--- src/rtl/temporal_buffer_mc_if.sv ---
// Write/read/status bundle for the multi-channel temporal literal buffer.
// The master drives the requests; the slave (the buffer) drives the responses.
interface temporal_buffer_mc_if #(
    parameter int NSAT = 3,
    parameter int LAW  = 12,
    parameter int SIZE = 2,
    parameter int NCH  = 4
);
    localparam int IW    = $clog2(NSAT);
    localparam int CW    = $clog2(NSAT + 1);
    localparam int ROW_W = NCH * SIZE * LAW;

    // Requests are single-cycle strobes; there is no backpressure.
    // rd_en_i in cycle N is answered by rd_valid_o in cycle N+1.
    logic             clear_i;
    logic             wr_en_i;
    logic [IW-1:0]    wr_index_i;
    logic [NCH-1:0]   wr_mask_i;
    logic [ROW_W-1:0] wr_literals_i;
    logic             rd_en_i;
    logic [IW-1:0]    rd_index_i;
    logic             rd_valid_o;
    logic             rd_err_o;
    logic [ROW_W-1:0] literals_o;
    logic [NCH-1:0]   ch_valid_o;
    logic [CW-1:0]    rows_written_o;
    logic             all_written_o;

    modport master (
        output clear_i, wr_en_i, wr_index_i, wr_mask_i, wr_literals_i,
        output rd_en_i, rd_index_i,
        input  rd_valid_o, rd_err_o, literals_o, ch_valid_o,
        input  rows_written_o, all_written_o
    );

    modport slave (
        input  clear_i, wr_en_i, wr_index_i, wr_mask_i, wr_literals_i,
        input  rd_en_i, rd_index_i,
        output rd_valid_o, rd_err_o, literals_o, ch_valid_o,
        output rows_written_o, all_written_o
    );
endinterface

--- src/rtl/temporal_buffer_mc.sv ---
// Per-flip store of NCH clause literal groups with per-channel valid bits,
// same-cycle read forwarding, bulk clear and occupancy status.
module temporal_buffer_mc #(
    parameter int NSAT = 3,
    parameter int LAW  = 12,
    parameter int SIZE = 2,
    parameter int NCH  = 4
) (
    input  logic                  clk_i,
    input  logic                  rst_i,
    temporal_buffer_mc_if.slave   bus
);
    localparam int          IW     = $clog2(NSAT);
    localparam int          CW     = $clog2(NSAT + 1);
    localparam int          CH_W   = SIZE * LAW;
    localparam int          ROW_W  = NCH * CH_W;
    localparam logic [31:0] NSAT_U = NSAT;

    logic [ROW_W-1:0] data_q  [NSAT];
    logic [ROW_W-1:0] data_d  [NSAT];
    logic [NCH-1:0]   valid_q [NSAT];
    logic [NCH-1:0]   valid_d [NSAT];

    logic             rd_valid_q, rd_valid_d;
    logic             rd_err_q, rd_err_d;
    logic [ROW_W-1:0] literals_q, literals_d;
    logic [NCH-1:0]   ch_valid_q, ch_valid_d;
    logic [CW-1:0]    rows_written_q, rows_written_d;
    logic             all_written_q, all_written_d;

    logic wr_in_range;
    logic rd_in_range;

    assign wr_in_range = (32'(bus.wr_index_i) < NSAT_U);
    assign rd_in_range = (32'(bus.rd_index_i) < NSAT_U);

    // Clear drops valid bits first so a same-cycle write re-validates its channels.
    always_comb begin
        for (int r = 0; r < NSAT; r++) begin
            data_d[r]  = data_q[r];
            valid_d[r] = bus.clear_i ? '0 : valid_q[r];
        end
        if (bus.wr_en_i && wr_in_range) begin
            for (int c = 0; c < NCH; c++) begin
                if (bus.wr_mask_i[c]) begin
                    data_d[bus.wr_index_i][c*CH_W +: CH_W] = bus.wr_literals_i[c*CH_W +: CH_W];
                    valid_d[bus.wr_index_i][c] = 1'b1;
                end
            end
        end
    end

    // Reading the post-update row gives forwarding for any index and any mask.
    always_comb begin
        rd_valid_d = 1'b0;
        rd_err_d   = rd_err_q;
        literals_d = literals_q;
        ch_valid_d = ch_valid_q;
        if (bus.rd_en_i) begin
            rd_valid_d = 1'b1;
            if (rd_in_range) begin
                rd_err_d   = 1'b0;
                literals_d = data_d[bus.rd_index_i];
                ch_valid_d = valid_d[bus.rd_index_i];
            end else begin
                rd_err_d   = 1'b1;
                literals_d = '0;
                ch_valid_d = '0;
            end
        end
    end

    always_comb begin
        rows_written_d = '0;
        for (int r = 0; r < NSAT; r++) begin
            if (|valid_d[r]) rows_written_d = rows_written_d + CW'(1);
        end
        all_written_d = (rows_written_d == CW'(NSAT));
    end

    always_ff @(posedge clk_i) begin
        if (rst_i) begin
            for (int r = 0; r < NSAT; r++) begin
                data_q[r]  <= '0;
                valid_q[r] <= '0;
            end
            rd_valid_q     <= 1'b0;
            rd_err_q       <= 1'b0;
            literals_q     <= '0;
            ch_valid_q     <= '0;
            rows_written_q <= '0;
            all_written_q  <= 1'b0;
        end else begin
            for (int r = 0; r < NSAT; r++) begin
                data_q[r]  <= data_d[r];
                valid_q[r] <= valid_d[r];
            end
            rd_valid_q     <= rd_valid_d;
            rd_err_q       <= rd_err_d;
            literals_q     <= literals_d;
            ch_valid_q     <= ch_valid_d;
            rows_written_q <= rows_written_d;
            all_written_q  <= all_written_d;
        end
    end

    assign bus.rd_valid_o     = rd_valid_q;
    assign bus.rd_err_o       = rd_err_q;
    assign bus.literals_o     = literals_q;
    assign bus.ch_valid_o     = ch_valid_q;
    assign bus.rows_written_o = rows_written_q;
    assign bus.all_written_o  = all_written_q;

    logic unused_iw;
    assign unused_iw = (IW == 0);
endmodule

--- src/flat_wrapper.sv ---
// flat-port wrapper written by rule: the top's interface ports become plain ports
module temporal_buffer_mc_flat 
#(
    parameter int NSAT = 3,
    parameter int LAW  = 12,
    parameter int SIZE = 2,
    parameter int NCH  = 4
)
  (clk_i, rst_i, bus_clear_i, bus_wr_en_i, bus_wr_index_i, bus_wr_mask_i, bus_wr_literals_i, bus_rd_en_i, bus_rd_index_i, bus_rd_valid_o, bus_rd_err_o, bus_literals_o, bus_ch_valid_o, bus_rows_written_o, bus_all_written_o);
  temporal_buffer_mc_if #(.NSAT(NSAT), .LAW(LAW), .SIZE(SIZE), .NCH(NCH)) bus_i ();
  input  logic clk_i;
  input  logic rst_i;
  input wire logic [$bits(bus_i.clear_i)-1:0] bus_clear_i;
  input wire logic [$bits(bus_i.wr_en_i)-1:0] bus_wr_en_i;
  input wire logic [$bits(bus_i.wr_index_i)-1:0] bus_wr_index_i;
  input wire logic [$bits(bus_i.wr_mask_i)-1:0] bus_wr_mask_i;
  input wire logic [$bits(bus_i.wr_literals_i)-1:0] bus_wr_literals_i;
  input wire logic [$bits(bus_i.rd_en_i)-1:0] bus_rd_en_i;
  input wire logic [$bits(bus_i.rd_index_i)-1:0] bus_rd_index_i;
  output wire logic [$bits(bus_i.rd_valid_o)-1:0] bus_rd_valid_o;
  output wire logic [$bits(bus_i.rd_err_o)-1:0] bus_rd_err_o;
  output wire logic [$bits(bus_i.literals_o)-1:0] bus_literals_o;
  output wire logic [$bits(bus_i.ch_valid_o)-1:0] bus_ch_valid_o;
  output wire logic [$bits(bus_i.rows_written_o)-1:0] bus_rows_written_o;
  output wire logic [$bits(bus_i.all_written_o)-1:0] bus_all_written_o;
  assign bus_i.clear_i = bus_clear_i;
  assign bus_i.wr_en_i = bus_wr_en_i;
  assign bus_i.wr_index_i = bus_wr_index_i;
  assign bus_i.wr_mask_i = bus_wr_mask_i;
  assign bus_i.wr_literals_i = bus_wr_literals_i;
  assign bus_i.rd_en_i = bus_rd_en_i;
  assign bus_i.rd_index_i = bus_rd_index_i;
  assign bus_rd_valid_o = bus_i.rd_valid_o;
  assign bus_rd_err_o = bus_i.rd_err_o;
  assign bus_literals_o = bus_i.literals_o;
  assign bus_ch_valid_o = bus_i.ch_valid_o;
  assign bus_rows_written_o = bus_i.rows_written_o;
  assign bus_all_written_o = bus_i.all_written_o;
  temporal_buffer_mc #(.NSAT(NSAT), .LAW(LAW), .SIZE(SIZE), .NCH(NCH)) u_core (.clk_i(clk_i), .rst_i(rst_i), .bus(bus_i));
endmodule
--- config.mk ---
export PLATFORM = sky130hd
export DESIGN_NAME = temporal_buffer_mc_flat
export DESIGN_NICKNAME = d
export VERILOG_FILES = /design/src/rtl/temporal_buffer_mc_if.sv /design/src/rtl/temporal_buffer_mc.sv /design/src/flat_wrapper.sv
export SDC_FILE = /design/constraint.sdc
export NUM_CORES = 1
export LEC_CHECK = 0
export BUFFER_PORTS_ARGS = -buffer_cell sky130_fd_sc_hd__buf_2
export CORE_ASPECT_RATIO = 0.9
export CORE_MARGIN = 2
export CORE_UTILIZATION = 50
export CTS_BUF_LIST = sky130_fd_sc_hd__clkbuf_4
export DETAILED_ROUTE_END_ITERATION = 8
export PLACE_DENSITY = 0.74
export SYNTH_ARGS = -nofsm -noshare
export SYNTH_HDL_FRONTEND = slang
export SYNTH_SLANG_ARGS = --single-unit
--- constraint.sdc ---
create_clock -name clk_i -period 3.4 [get_ports clk_i]
set_input_delay 0.68 -clock clk_i [delete_from_list [all_inputs] [get_ports clk_i]]
set_output_delay 0.68 -clock clk_i [all_outputs]
set_load 0.03 [all_outputs]
Word level (Yosys, flattened, before mapping)
Memories as Yosys holds them, arrays and structs flattened.
Index checks and enable logic that the tools add are counted.
{ "op_classes": {"add_sub_neg": 2, "n_lt_le_gt_ge": 5, "n_eq_ne": 1, "muxes": 61, "bitwise_logic": 12, "reduce_logical": 5} }
{ "op_table": {"columns": ["operator", "count"], "rows": [
  ["288-bit 2-to-1 mux", 8],
  ["288-bit bitwise mux", 4],
  ["96-bit demux with 2-bit select", 4],
  ["96-bit 2-to-1 mux", 7],
  ["96-bit binary-select mux with 2-bit select", 1],
  ["12-bit 2-to-1 mux", 8],
  ["72-bit 2-to-1 mux", 1],
  ["48-bit 2-to-1 mux", 1],
  ["12-bit OR", 4],
  ["4-bit 2-to-1 mux", 10],
  ["4-bit demux with 2-bit select", 4],
  ["24-bit 2-to-1 mux", 1],
  ["4-bit OR reduction", 3],
  ["4-bit binary-select mux with 2-bit select", 1],
  ["1-bit 2-to-1 mux", 7],
  ["3-bit >= comparator (second input constant)", 2],
  ["2-bit 2-to-1 mux", 3],
  ["2-bit inverter with 3-bit output", 2],
  ["1-bit OR", 6],
  ["2-bit less-than comparator (second input constant)", 2],
  ["3-bit by 1-bit less-than comparator with 1-bit output (second input constant)", 1],
  ["3-bit 2-to-1 mux", 1],
  ["1-bit by 1-bit adder with 2-bit output (second input constant)", 1],
  ["2-bit by 1-bit adder with 2-bit output (second input constant)", 1],
  ["2 further kinds", 3]
]} }
{ "totals": {"register_bits": 105, "mem_bits_rw": 300, "in_bits": 109, "output_inout_bits": 105, "wordCells": 94, "n_memories": 2} }
{ "mem_list": {"columns": ["name", "depth", "width", "rd", "rd_clocked_by_memory_dff", "wr", "line", "source"], "rows": [
  ["u_core.data_q", 3, 96, 3, 0, 3, "temporal_buffer_mc.sv:19", "logic [ROW_W-1:0] data_q [NSAT];"],
  ["u_core.valid_q", 3, 4, 3, 0, 3, "temporal_buffer_mc.sv:21", "logic [NCH-1:0] valid_q [NSAT];"]
]} }

Logic depth before layout (Yosys ltp)
Gate-level depths: netlist of the first run.
{ "logic_depth": {"word_depth": 24, "depth_mapped": 10, "mapped_depth_nobuf": 8} }

Least setup slack after synthesis of the first run
OpenSTA, ideal clock, no wires.
{ "synth_timing": {"kind": "input-to-reg", "startpoint": "input port bus_wr_index_i[1]", "endpoint": "register u_core.rows_written_q[0], in the netlist u_core.bus.rows_written_o[0]", "setup_ps": 121, "arrival_time_ps": 2526, "required_ps": 3279, "setup_slack_ps": 753, "stages": 9, "n_path_buf": 2, "path_cell_list": "buf_6 nand4b_1 buf_6 a21boi_4 o21ai_1 or4_1 ha_1 nor2b_1 mux2_2"} }
{ "synth_via": {"elab_chain_len": 23, "word_cells_on_any_way": 34, "cone_classes": "add/sub: 2; order compare: 3; mux: 19; bitwise: 5; reduce/logical: 5"} }
{ "synth_lines": {"columns": ["element", "line", "source"], "rows": [
  ["start: declaration", "flat_wrapper.sv:15", "input wire logic [$bits(bus_i.wr_index_i)-1:0] bus_wr_index_i;"],
  ["2-bit inverter with 3-bit output (not written as such)", "temporal_buffer_mc.sv:47", "valid_d[bus.wr_index_i][c] = 1'b1;"],
  ["3-bit >= comparator (not written as such) or 3-bit by 1-bit less-than comparator with 1-bit output (tied branches)", "temporal_buffer_mc.sv:47", null],
  ["1-bit logical AND (not written as such)", "temporal_buffer_mc.sv:47", null],
  ["1-bit 2-to-1 mux (not written as such)", "temporal_buffer_mc.sv:47", null],
  ["4-bit demux with 2-bit select", "temporal_buffer_mc.sv:47", null],
  ["12-bit OR (no line)", null, null],
  ["12-bit 2-to-1 mux", "temporal_buffer_mc.sv:45", "if (bus.wr_mask_i[c]) begin"],
  ["12-bit 2-to-1 mux", "temporal_buffer_mc.sv:43", "if (bus.wr_en_i && wr_in_range) begin"],
  ["[7 not listed]", null, null],
  ["12-bit 2-to-1 mux", "temporal_buffer_mc.sv:45", null],
  ["12-bit 2-to-1 mux (*)", "temporal_buffer_mc.sv:43", null],
  ["4-bit OR reduction", "temporal_buffer_mc.sv:76", "if (|valid_d[r]) rows_written_d = rows_written_d + CW'(1);"],
  ["1-bit 2-to-1 mux", "temporal_buffer_mc.sv:76", null],
  ["1-bit by 1-bit adder with 2-bit output", "temporal_buffer_mc.sv:76", null],
  ["2-bit 2-to-1 mux", "temporal_buffer_mc.sv:76", null],
  ["2-bit by 1-bit adder with 2-bit output", "temporal_buffer_mc.sv:76", null],
  ["2-bit 2-to-1 mux (*)", "temporal_buffer_mc.sv:76", null],
  ["end signal: assignment", "temporal_buffer_mc.sv:102", "rows_written_q <= rows_written_d;"],
  ["end: declaration", "temporal_buffer_mc.sv:28", "logic [CW-1:0] rows_written_q, rows_written_d;"]
]} }
Mark *: on every way between the ends. The rest lies on a longest branch, timed or not. The select of a mux whose other input is x is not followed.
A chain may end at the register's enable or synchronous reset.

Final worst setup path of the first run
Same ends and word-level chain as after synthesis.

==> run metrics, run 1 <==
status=complete, no violations; EDFF count, synth=0; First-pass DRT Iterations=5; vias per cell=5.58; headroom to the max-slew limit=32.5%; Period minus WS final=2120 ps; final WL=41.1 mm; fmax=0.473 GHz; GPL Wtd Cong=0.862; post-DP HPWL=25.5 mm; CTS tree=done; P per Cell Area=540 mW/mm²; HP Start=rst_i; maximum VDD drop=389 µV; CTS max path bufs=3; top post-synthesis cells by area=dfxtp_1, mux2i_1, nor2_1; layout cell share with drive strength beyond 1=22.1%; Syn. warnings=0; H-tree levels=3; vias after detailed routing=12900; hold path depth=2; Fillers=2731; initial antenna violation count=10; Initial DRC Count=894; GR Overflow Total=0; Initial Util=50.8%; crit-path max FO=16; Reg2Reg Depth=6; Final Instance Area=0.0182 mm²; Core Region=0.0308 mm²; Setup crit start kind=input port; Crit path required time=4030 ps; top-level I/O count=214; unrepaired setup endpoints after global routing=no; Clk Latency, worst-skew pair=750 ps; die area=0.0327 mm²; most frequent cells after synthesis=dfxtp_1, nor2_1, mux2i_1; Synth area leader=dfxtp_1; fin. max-slew vios=0; WHS=148 ps; Layout area overhead=16.1%; drc violations=0; register area share after synthesis=51.8%; die width=190 µm; Static Leak=8.37 nW; async set-reset flop share out of synthesis=0%; final antenna-violating net count=0; reg2reg start=u_core.valid_q[0][4]; post-synth net total=1738; Rows=61; Non-Filler Instances=2316; Worst Hold Endpoint=u_core.data_q[0][75]; Post-synth top flop=dfxtp_1; CP Capture Type=flop; CP Class=input port to flop; drt wl/cell=17.8 µm; post-CTS setup repair buffer count=0; input/output buffers=213; CTS root buf=clkbuf_4; crit path DAT=2740 ps; Max-Cap Viols=0; Syn Area/Cell=9.62 µm²; Reg2Reg Setup Slack=1370 ps; number of clock buffers inserted by TritonCTS=100; clock slew at reported path FFs=70 ps; Final Skew=46.4 ps; mapped cell area=0.0157 mm²; Hold Path Class=input port to flop; post-synthesis cell type count=40; Syn Inst Count=1627; Synth top area share=51.8%; vias in the first global route=12900; largest net degree at the start of global routing=95; Reg2Reg Capture Point=u_core.bus.rows_written_o[0]; total global-route track usage=25.1%; final setup fails=0; worst slew pin tran=1010 ps; cell with the most instances after synthesis=dfxtp_1; dpl cells=2148; Layout Nets=1952; global-route wire length before repair=66.1 mm; post-CTS resize count=0; Final TNS setup=0 ps; placed cell areas=0.0169 mm²; # hold bufs at CTS=0; fin crit share=62.2%; clk sinks=405; Vert. Die Dim=172 µm; Final Hold Fails=0; Synth Register Bits=405
==> logic make-up after synthesis <==
| group | count (synthesis) | share of synthesized area (%) |
|---|---|---|
| AOI/OAI and AO/OA | 351 | 15.4 |
| adders and majority gates | 2 | 0.160 |
| buffers and inverters | 140 | 4.20 |
| DFF | 405 | 51.8 |
| muxes | 233 | 15.0 |
| and+or+nand+nor | 496 | 13.5 |
==> layout make-up <==
class | count | area [µm²] | share of cell area (%)
Inverter | 5 | 18.8 | 0.103
Multi-Input combinational cell | 1082 | 6930 | 38.1
Tap cell | 409 | 512 | 2.82
Clock buffer | 141 | 1060 | 5.82
Sequential cell | 405 | 8110 | 44.6
Clock inverter | 21 | 169 | 0.929
Timing Repair Buffer | 247 | 1370 | 7.53
Antenna cell | 6 | 15.0 | 0.0826
==> worst max-delay path, cell delays in order <==
cell and delay, ps:
buf_2 240, nand4b_1 190, a21boi_4 210, o21ai_1 100, or4_1 550, ha_1 360
nor2b_1 140, mux2_2 270
==> registers in the layout, indices dropped and copies added (netlist names) <==
signal,cells
u_core.bus.all_written_o,1
u_core.bus.ch_valid_o,4
u_core.bus.literals_o,96
u_core.bus.rd_err_o,1
u_core.bus.rd_valid_o,1
u_core.bus.rows_written_o,2
u_core.data_q,288
u_core.valid_q,12
==> how the worst max path moves through the flow <==
stage / from / to / slack [ps] / cells after the start
after floorplan: bus_wr_index_i[1] / u_core.bus.rows_written_o[0] / 750 / 9
after global placement: bus_wr_index_i[1] / u_core.bus.rows_written_o[0] / 600 / 8
after detailed placement: bus_wr_index_i[1] / u_core.bus.rows_written_o[0] / 540 / 8
after CTS: u_core.bus.ch_valid_o[0] / bus_ch_valid_o[0] / 1310 / 1
after global routing: bus_wr_index_i[1] / u_core.bus.rows_written_o[0] / 1250 / 8
final: bus_wr_index_i[1] / u_core.bus.rows_written_o[0] / 1280 / 8
==> metal layers <==
metal | wire, µm | GRT usage, % | share of wire [%] | up-vias
met1 | 17600 | 31.3 | 43 | 6162
met4 | 960 | 9.98 | 2.3 | 6
met3 | 3500 | 7.57 | 8.5 | 85
li1 | - | - | - | 6192
met5 | 34 | 0 | 0.083 | -
met2 | 19100 | 40.8 | 46 | 467
==> where the power goes <==
part | total [mW] | switching (mW) | internal [mW] | leakage [nW]
sequential | 4.93 | 0.0555 | 4.88 | 3.28
combinational | 0.895 | 0.589 | 0.306 | 4.36
clock | 3.98 | 1.87 | 2.11 | 0.728
total | 9.81 | 2.51 | 7.30 | 8.37
==> placed cells by master (no fill, tap or decap), types with 6 or more instances in the layout <==
cell,instances
nor2b_1,10
o221ai_1,43
mux2i_1,225
a22oi_1,57
clkinv_1,13
a21oi_1,134
nand2_1,165
or3_1,14
clkbuf_4,141
a22o_1,57
dfxtp_1,405
o21ai_0,18
mux2_2,7
buf_4,31
buf_2,212
a2bb2oi_1,16
o211ai_1,14
nor2_1,269
diode_2,6
==> metrics by stage <==
step | total power, mW | setup WS [ps] | util, %
after global routing | 10.2 | 1250 | 58.9
after detailed placement | 5.93 | 544 | 54.9
after CTS | 9.92 | 1310 | 58.9
after floorplan | 5.61 | 753 | -
after global placement | 5.91 | 595 | 54.9
final | 9.81 | 1280 | 58.9
(Power assumes the default switching activity.)
==> run 2, diff against run 1 <==
--- a/config.mk
+++ b/config.mk
@@ -5,13 +5,14 @@
 export SDC_FILE = /design/constraint.sdc
 export NUM_CORES = 1
 export LEC_CHECK = 0
+export ABC_AREA = 1
 export BUFFER_PORTS_ARGS = -buffer_cell sky130_fd_sc_hd__buf_2
 export CORE_ASPECT_RATIO = 0.9
 export CORE_MARGIN = 2
 export CORE_UTILIZATION = 50
 export CTS_BUF_LIST = sky130_fd_sc_hd__clkbuf_4
 export DETAILED_ROUTE_END_ITERATION = 8
-export PLACE_DENSITY = 0.74
+export PLACE_DENSITY = 0.76
 export SYNTH_ARGS = -nofsm -noshare
 export SYNTH_HDL_FRONTEND = slang
 export SYNTH_SLANG_ARGS = --single-unit
==> constraint.sdc (replaced) <==
create_clock -name clk_i -period 1.7 [get_ports clk_i]
set_input_delay 0.34 -clock clk_i [delete_from_list [all_inputs] [get_ports clk_i]]
set_output_delay 0.34 -clock clk_i [all_outputs]
set_load 0.03 [all_outputs]
==> run metrics, run 2 <==
Final Skew=21.3 ps (was 46.4 ps); crit path from=u_core.bus.literals_o[65] (was bus_wr_index_i[1]); final WL=58.4 mm (was 41.1 mm); CTS tree=done (unchanged); Syn Area/Cell=6.37 µm² (was 9.62 µm²); initial antenna violation count=5 (was 10); fmax=0.591 GHz; Synth Area in XOR/XNOR=0% (unchanged); CTS max path bufs=3 (unchanged); layout cell share with drive strength beyond 1=20.9% (was 22.1%); post-synthesis cell type count=21 (was 40); async set-reset flop share out of synthesis=0% (unchanged); CP top delay family=flip-flops (was simple AND/OR/NAND/NOR gates); Post-synth top flop=dfxtp_1 (unchanged); post-DP HPWL=34.7 mm (was 25.5 mm); Max-Cap Viols=0 (unchanged); mux contribution to synthesized area=0% (was 15.0%); Synth area leader=dfxtp_1 (unchanged); status=complete, no violations (unchanged); Final Hold Fails=0 (unchanged); Layout Nets=3488 (was 1952); input/output buffers=213 (unchanged); Layout area overhead=34.0% (was 16.1%); final antenna-violating net count=0 (unchanged); Setup crit start kind=flop (was input port); die area=0.0384 mm² (was 0.0327 mm²); largest net degree at the start of global routing=135 (was 95); HP Start=bus_wr_mask_i[1] (was rst_i); largest family of logic cells by synthesized area=simple AND/OR/NAND/NOR gates (was compound AO/OA/AOI/OAI gates); fin. max-slew vios=0 (unchanged); GR Overflow Total=0 (unchanged); Synth top area share=44.1% (was 51.8%); WHS=90.2 ps (was 148 ps); H-tree levels=3 (unchanged); fin crit share=99.5%; Core Region=0.0362 mm² (was 0.0308 mm²); Rows=66 (was 61); reg2reg start=u_core.valid_q[0][1] (was u_core.valid_q[0][4]); Syn Inst Count=2887 (was 1627); compound-cell area share of the yosys netlist=6.66% (was 15.4%); Reg2Reg Depth=8 (was 6); Initial Util=50.9% (was 50.8%); number of clock buffers inserted by TritonCTS=103 (was 100); Reg2Reg Capture Point=u_core.bus.rows_written_o[0] (unchanged); Static Leak=12.7 nW (was 8.37 nW); register area share after synthesis=44.1% (was 51.8%); max reg flops=288 (unchanged); fraction of the mapped netlist area in simple logic gates=36.8% (was 13.5%); worst path cell trace=buf_6 (was buf_2 > nand4b_1 > a21boi_4 > o21ai_1 > or4_1 > ha_1 > nor2b_1 > mux2_2); clock slew at reported path FFs=70 ps (about the same); hold path depth=7 (was 2); Crit path required time=1360 ps (was 4030 ps); Worst path slowest cell=dfxtp_1 (was or4_1); worst path buffer plus inverter count=1 (unchanged); most common cell after layout, fill and taps aside=nand2_1 (was dfxtp_1); Vert. Die Dim=186 µm (was 172 µm); dpl cells=3644 (was 2148); vias after detailed routing=20200 (was 12900); maximum VDD drop=443 µV (was 389 µV); total global-route track usage=29.9% (was 25.1%); Syn. warnings=0 (unchanged); Worst Hold Endpoint=u_core.valid_q[0][5] (was u_core.data_q[0][75]); adder-cell share of the synthesized area=0.136% (was 0.160%); global-route wire length before repair=92.9 mm (was 66.1 mm); unrepaired setup endpoints after global routing=yes (was no); clk sinks=405 (unchanged); Non-Filler Instances=3931 (was 2316); Clk Latency, worst-skew pair=790 ps (was 750 ps); die width=206 µm (was 190 µm); vias in the first global route=19700 (was 12900); worst slew pin tran=702 ps (was 1010 ps); Total Power=22.1 mW (was 9.81 mW); Worst path max stage delay=390 ps (was 550 ps); mapped cell area=0.0184 mm² (was 0.0157 mm²); GPL Wtd Cong=0.853 (was 0.862); CP Class=flop to output port (was input port to flop); crit-path max FO=2 (was 16); crit path DAT=1350 ps (was 2740 ps); top post-synthesis cells by area=dfxtp_1, nand2_1, nand3_1 (was dfxtp_1, mux2i_1, nor2_1); headroom to the max-slew limit=53.2% (was 32.5%); top-level I/O count=214 (unchanged); Synth Register Bits=405 (unchanged); drc violations=0 (unchanged); final setup fails=0 (unchanged); EDFF count, synth=0 (unchanged); vias per cell=5.14 (was 5.58); P per Cell Area=897 mW/mm² (was 540 mW/mm²); Period minus WS final=1690 ps; post-synth net total=2998 (was 1738); Hold Path Class=input port to flop (unchanged); Initial DRC Count=1692 (was 894); CTS root buf=clkbuf_4 (unchanged); First-pass DRT Iterations=6 (was 5); drt wl/cell=14.9 µm (was 17.8 µm); most frequent cells in the layout=nand2_1, nand3_1, inv_1 (was dfxtp_1, nor2_1, mux2i_1); most frequent cells after synthesis=nand2_1, nand3_1, dfxtp_1 (was dfxtp_1, nor2_1, mux2i_1); Reg2Reg Setup Slack=260 ps (was 1370 ps); Top reg by flops=u_core.data_q (unchanged); CP Capture Type=output port (was flop); cell with the most instances after synthesis=nand2_1 (was dfxtp_1)
[run 2: cell count changes after synthesis, moves of 57 or more]
cell / delta
a22o_1: -57
inv_1: +389
nand2_1: +772
nand3_1: +440
o21ai_1: +60
mux2i_1: -226
a22oi_1: -57
[run 2: cell type report]
type                            count  area [µm²]
Antenna cell                        7        17.5
Clock buffer                      158        1190
Clock inverter                     18         173
Fill cell                        2972       11500
Inverter                          411        1550
Multi-Input combinational cell   1888        8070
Sequential cell                   405        8190
Tap cell                          476         596
Timing Repair Buffer              567        4880
Timing Repair inverter              1        7.51
[run 2: how the worst max path moves through the flow]
stage,end,slack [ps],cells after the start
after floorplan,u_core.bus.rows_written_o[0],5,12
after global placement,u_core.bus.rows_written_o[0],-180,11
after detailed placement,u_core.bus.rows_written_o[0],-190,11
after CTS,bus_ch_valid_o[1],-1,1
after global routing,bus_literals_o[65],-50,1
final,bus_literals_o[65],9,1
[run 2: report_power, final]
part	switching (mW)	total, mW	internal [mW]	leakage (nW)
clock network	3.94	8.72	4.78	0.813
registers	0.156	10.0	9.86	3.32
logic	2.04	3.40	1.36	8.57
total	6.14	22.1	16.0	12.7
[run 2: repair_timing]
item	in CTS	in global routing
setup endpoints to repair	95	57
endpoints found under the hold margin	319	0
resized for setup	176	93
hold buffers	101	0
cloned	0	1
buffers inserted	0	2
pin swaps	0	3
[run 2: layer usage]
layer  vias up  wire length (µm)  global-route usage [%]  part of all wire (%)
met2       849             27900                    50.7                    48
met3       173              4630                    5.99                   7.9
met5         -                 0                       0                     0
met1      9283             24000                    36.1                    41
met4         0              1920                    14.9                   3.3
li1       9907                 -                       -                     -
[run 2: per-stage QoR]
| step | instance area [µm²] | TNS [ps] | setup slack (ps) | utilization [%] |
|---|---|---|---|---|
| 3_3_place_gp | 21600 | -5380 | -179 | 59.7 |
| 6_report | 24700 | 0 | 8.78 | 68.2 |
| 3_5_place_dp | 21600 | -8620 | -190 | 59.7 |
| 4_1_cts | 24400 | -1.38 | -1.03 | 67.6 |
| 5_1_grt | 24700 | -225 | -50.1 | 68.2 |
| 2_1_floorplan | 18400 | 0 | 5.05 | - |
[run 2: cell families (layout without fill, tap and decap cells)]
family	count (synthesis)	in the layout
AOI/OAI and AO/OA	241	241
adders and majority gates	2	2
other	0	7
DFF	405	405
buffers and inverters	594	1155
and+or+nand+nor	1645	1645
==> run 3, diff against run 2 <==
--- a/config.mk
+++ b/config.mk
@@ -7,12 +7,12 @@
 export LEC_CHECK = 0
 export ABC_AREA = 1
 export BUFFER_PORTS_ARGS = -buffer_cell sky130_fd_sc_hd__buf_2
-export CORE_ASPECT_RATIO = 0.9
 export CORE_MARGIN = 2
 export CORE_UTILIZATION = 50
 export CTS_BUF_LIST = sky130_fd_sc_hd__clkbuf_4
 export DETAILED_ROUTE_END_ITERATION = 8
 export PLACE_DENSITY = 0.76
+export RECOVER_POWER = 50
 export SYNTH_ARGS = -nofsm -noshare
 export SYNTH_HDL_FRONTEND = slang
 export SYNTH_SLANG_ARGS = --single-unit
==> run metrics, run 3 (same netlist as run 2, synthesis figures left out) <==
die area=0.0384 mm² (about the same); CP Class=flop to output port (unchanged); clk sinks=405 (unchanged); top sig layer=met4 (unchanged); Crit path required time=1360 ps (about the same); max reg flops=288 (unchanged); Fillers=3058 (was 2972); H-tree levels=3 (unchanged); Setup crit start kind=flop (unchanged); Clk Latency, worst-skew pair=810 ps (was 790 ps); input/output buffers=213 (unchanged); total global-route track usage=29.6% (was 29.9%); largest net degree at the start of global routing=169 (was 135); WL met2=27.1 mm (was 27.9 mm); worst slew pin tran=892 ps (was 702 ps); CTS root buf=clkbuf_4 (unchanged); layout cell share with drive strength beyond 1=20.1% (was 20.9%); DRT met1 WL=23.4 mm (was 24.0 mm); First-pass DRT Iterations=8 (was 6); vias in the first global route=19900 (was 19700); most common cell after layout, fill and taps aside=nand2_1 (unchanged); global-route wire length before repair=93.6 mm (was 92.9 mm); number of clock buffers inserted by TritonCTS=110 (was 103); Layout area overhead=33.1% (was 34.0%); CTS tree=done (unchanged); post-DP HPWL=33.9 mm (was 34.7 mm); CTS max path bufs=3 (unchanged); Worst path slowest cell=dfxtp_2 (was dfxtp_1); GR Overflow Total=0 (unchanged); maximum VDD drop=607 µV (was 443 µV); Hold Path Class=input port to flop (unchanged); Core Region=0.0364 mm² (was 0.0362 mm²); vias per cell=5.10 (was 5.14); crit path DAT=1310 ps (was 1350 ps); final WL=57.4 mm (was 58.4 mm); Period minus WS final=1650 ps (was 1690 ps); Final Hold Fails=0 (unchanged); fmax=0.607 GHz (was 0.591 GHz); initial antenna violation count=1 (was 5); placed cell areas=0.0216 mm² (about the same); Vert. Die Dim=196 µm (was 186 µm); fin crit share=97.0% (was 99.5%); P per Cell Area=906 mW/mm² (was 897 mW/mm²); die width=196 µm (was 206 µm); worst path buffer plus inverter count=1 (unchanged); Final Instance Area=0.0245 mm² (was 0.0247 mm²); fin. max-slew vios=0 (unchanged); post-route setup slack=51.6 ps (was 8.78 ps); wire length on met3=4.58 mm (was 4.63 mm); final antenna-violating net count=0 (unchanged); GPL Wtd Cong=0.848 (was 0.853); Top reg by flops=u_core.data_q (unchanged); Final Skew=45.7 ps (was 21.3 ps); Total Power=22.2 mW (was 22.1 mW); Place WS=-267 ps (was -190 ps); drc violations=0 (unchanged); status=complete, no violations (unchanged); Static Leak=12.7 nW (about the same); Max-Cap Viols=0 (unchanged); Rows=70 (was 66); CP top delay family=flip-flops (unchanged); drt wl/cell=14.6 µm (was 14.9 µm); vias after detailed routing=20000 (was 20200); top-level I/O count=214 (unchanged); multi-input logic area=0.00805 mm² (was 0.00807 mm²); worst path cell trace=buf_4 (was buf_6); register area=0.00817 mm² (was 0.00819 mm²); crit-path max FO=2 (unchanged); final setup fails=0 (unchanged); clock slew at reported path FFs=70 ps (about the same); Initial Util=50.5% (was 50.9%); Layout Nets=3481 (was 3488); Initial DRC Count=1521 (was 1692); headroom to the max-slew limit=40.6% (was 53.2%); Worst path max stage delay=370 ps (was 390 ps); post-CTS setup repair buffer count=0 (unchanged); most frequent cells in the layout=nand2_1, nand3_1, inv_1 (unchanged); CP Capture Type=output port (unchanged)
-- run 3: changes by cell type in the layout (fill, tap and decap cells not counted), sizes merged --
cell	delta
diode	-5
buf	-19
clkinvlp	-2
inv	+1
clkinv	+7
bufinv	-3
dlygate4sd3	-1
clkbuf	+24
-- run 3: layout make-up --
cell class	count	share of cell area, %
Tap cell	468	2.39
Multi-Input combinational cell	1888	32.8
Clock buffer	175	5.36
Timing Repair Buffer	554	19.3
Antenna cell	2	0.0204
Clock inverter	22	0.450
Inverter	411	6.31
Sequential cell	405	33.3
-- run 3: repair_timing --
action                                 in CTS  in global routing
setup endpoints to repair                 102                 21
resized for setup                         178                 25
endpoints found under the hold margin     312                  0
hold buffers                              100                  0
pin swaps                                   0                  1
-- run 3: where the power goes --
group,internal [mW],switching (mW),leakage (nW)
clock network,4.77,4.09,0.860
logic,1.32,2.02,8.49
registers,9.85,0.150,3.31
-- run 3: path summary, 6_finish.rpt --
kind,from,to,slack [ps],cells after the start
worst max-delay path,u_core.bus.literals_o[93],bus_literals_o[93],50,1
worst min-delay path,bus_wr_mask_i[2],u_core.valid_q[0][2],80,7
worst max register to register,u_core.valid_q[0][6],u_core.bus.rows_written_o[0],240,8
worst min register to register,u_core.bus.literals_o[74],u_core.bus.literals_o[74],470,2
-- run 3: layer usage --
layer / up-vias / global-route usage [%]
met2: 867 / 50.6
met5: - / 0
met3: 198 / 5.90
met1: 9041 / 34.8
li1: 9920 / -
met4: 0 / 16.6
-- run 3: metrics by stage --
step	utilization [%]	cells	hold WS (ps)	setup TNS, ps
after global routing	67.2	3924	102	-4.67
after CTS	67.2	3923	24.4	-2.50
final	67.2	3925	81.5	0
after global placement	59.3	3626	452	-6810
after floorplan	-	2887	447	0
after detailed placement	59.3	3626	454	-10110
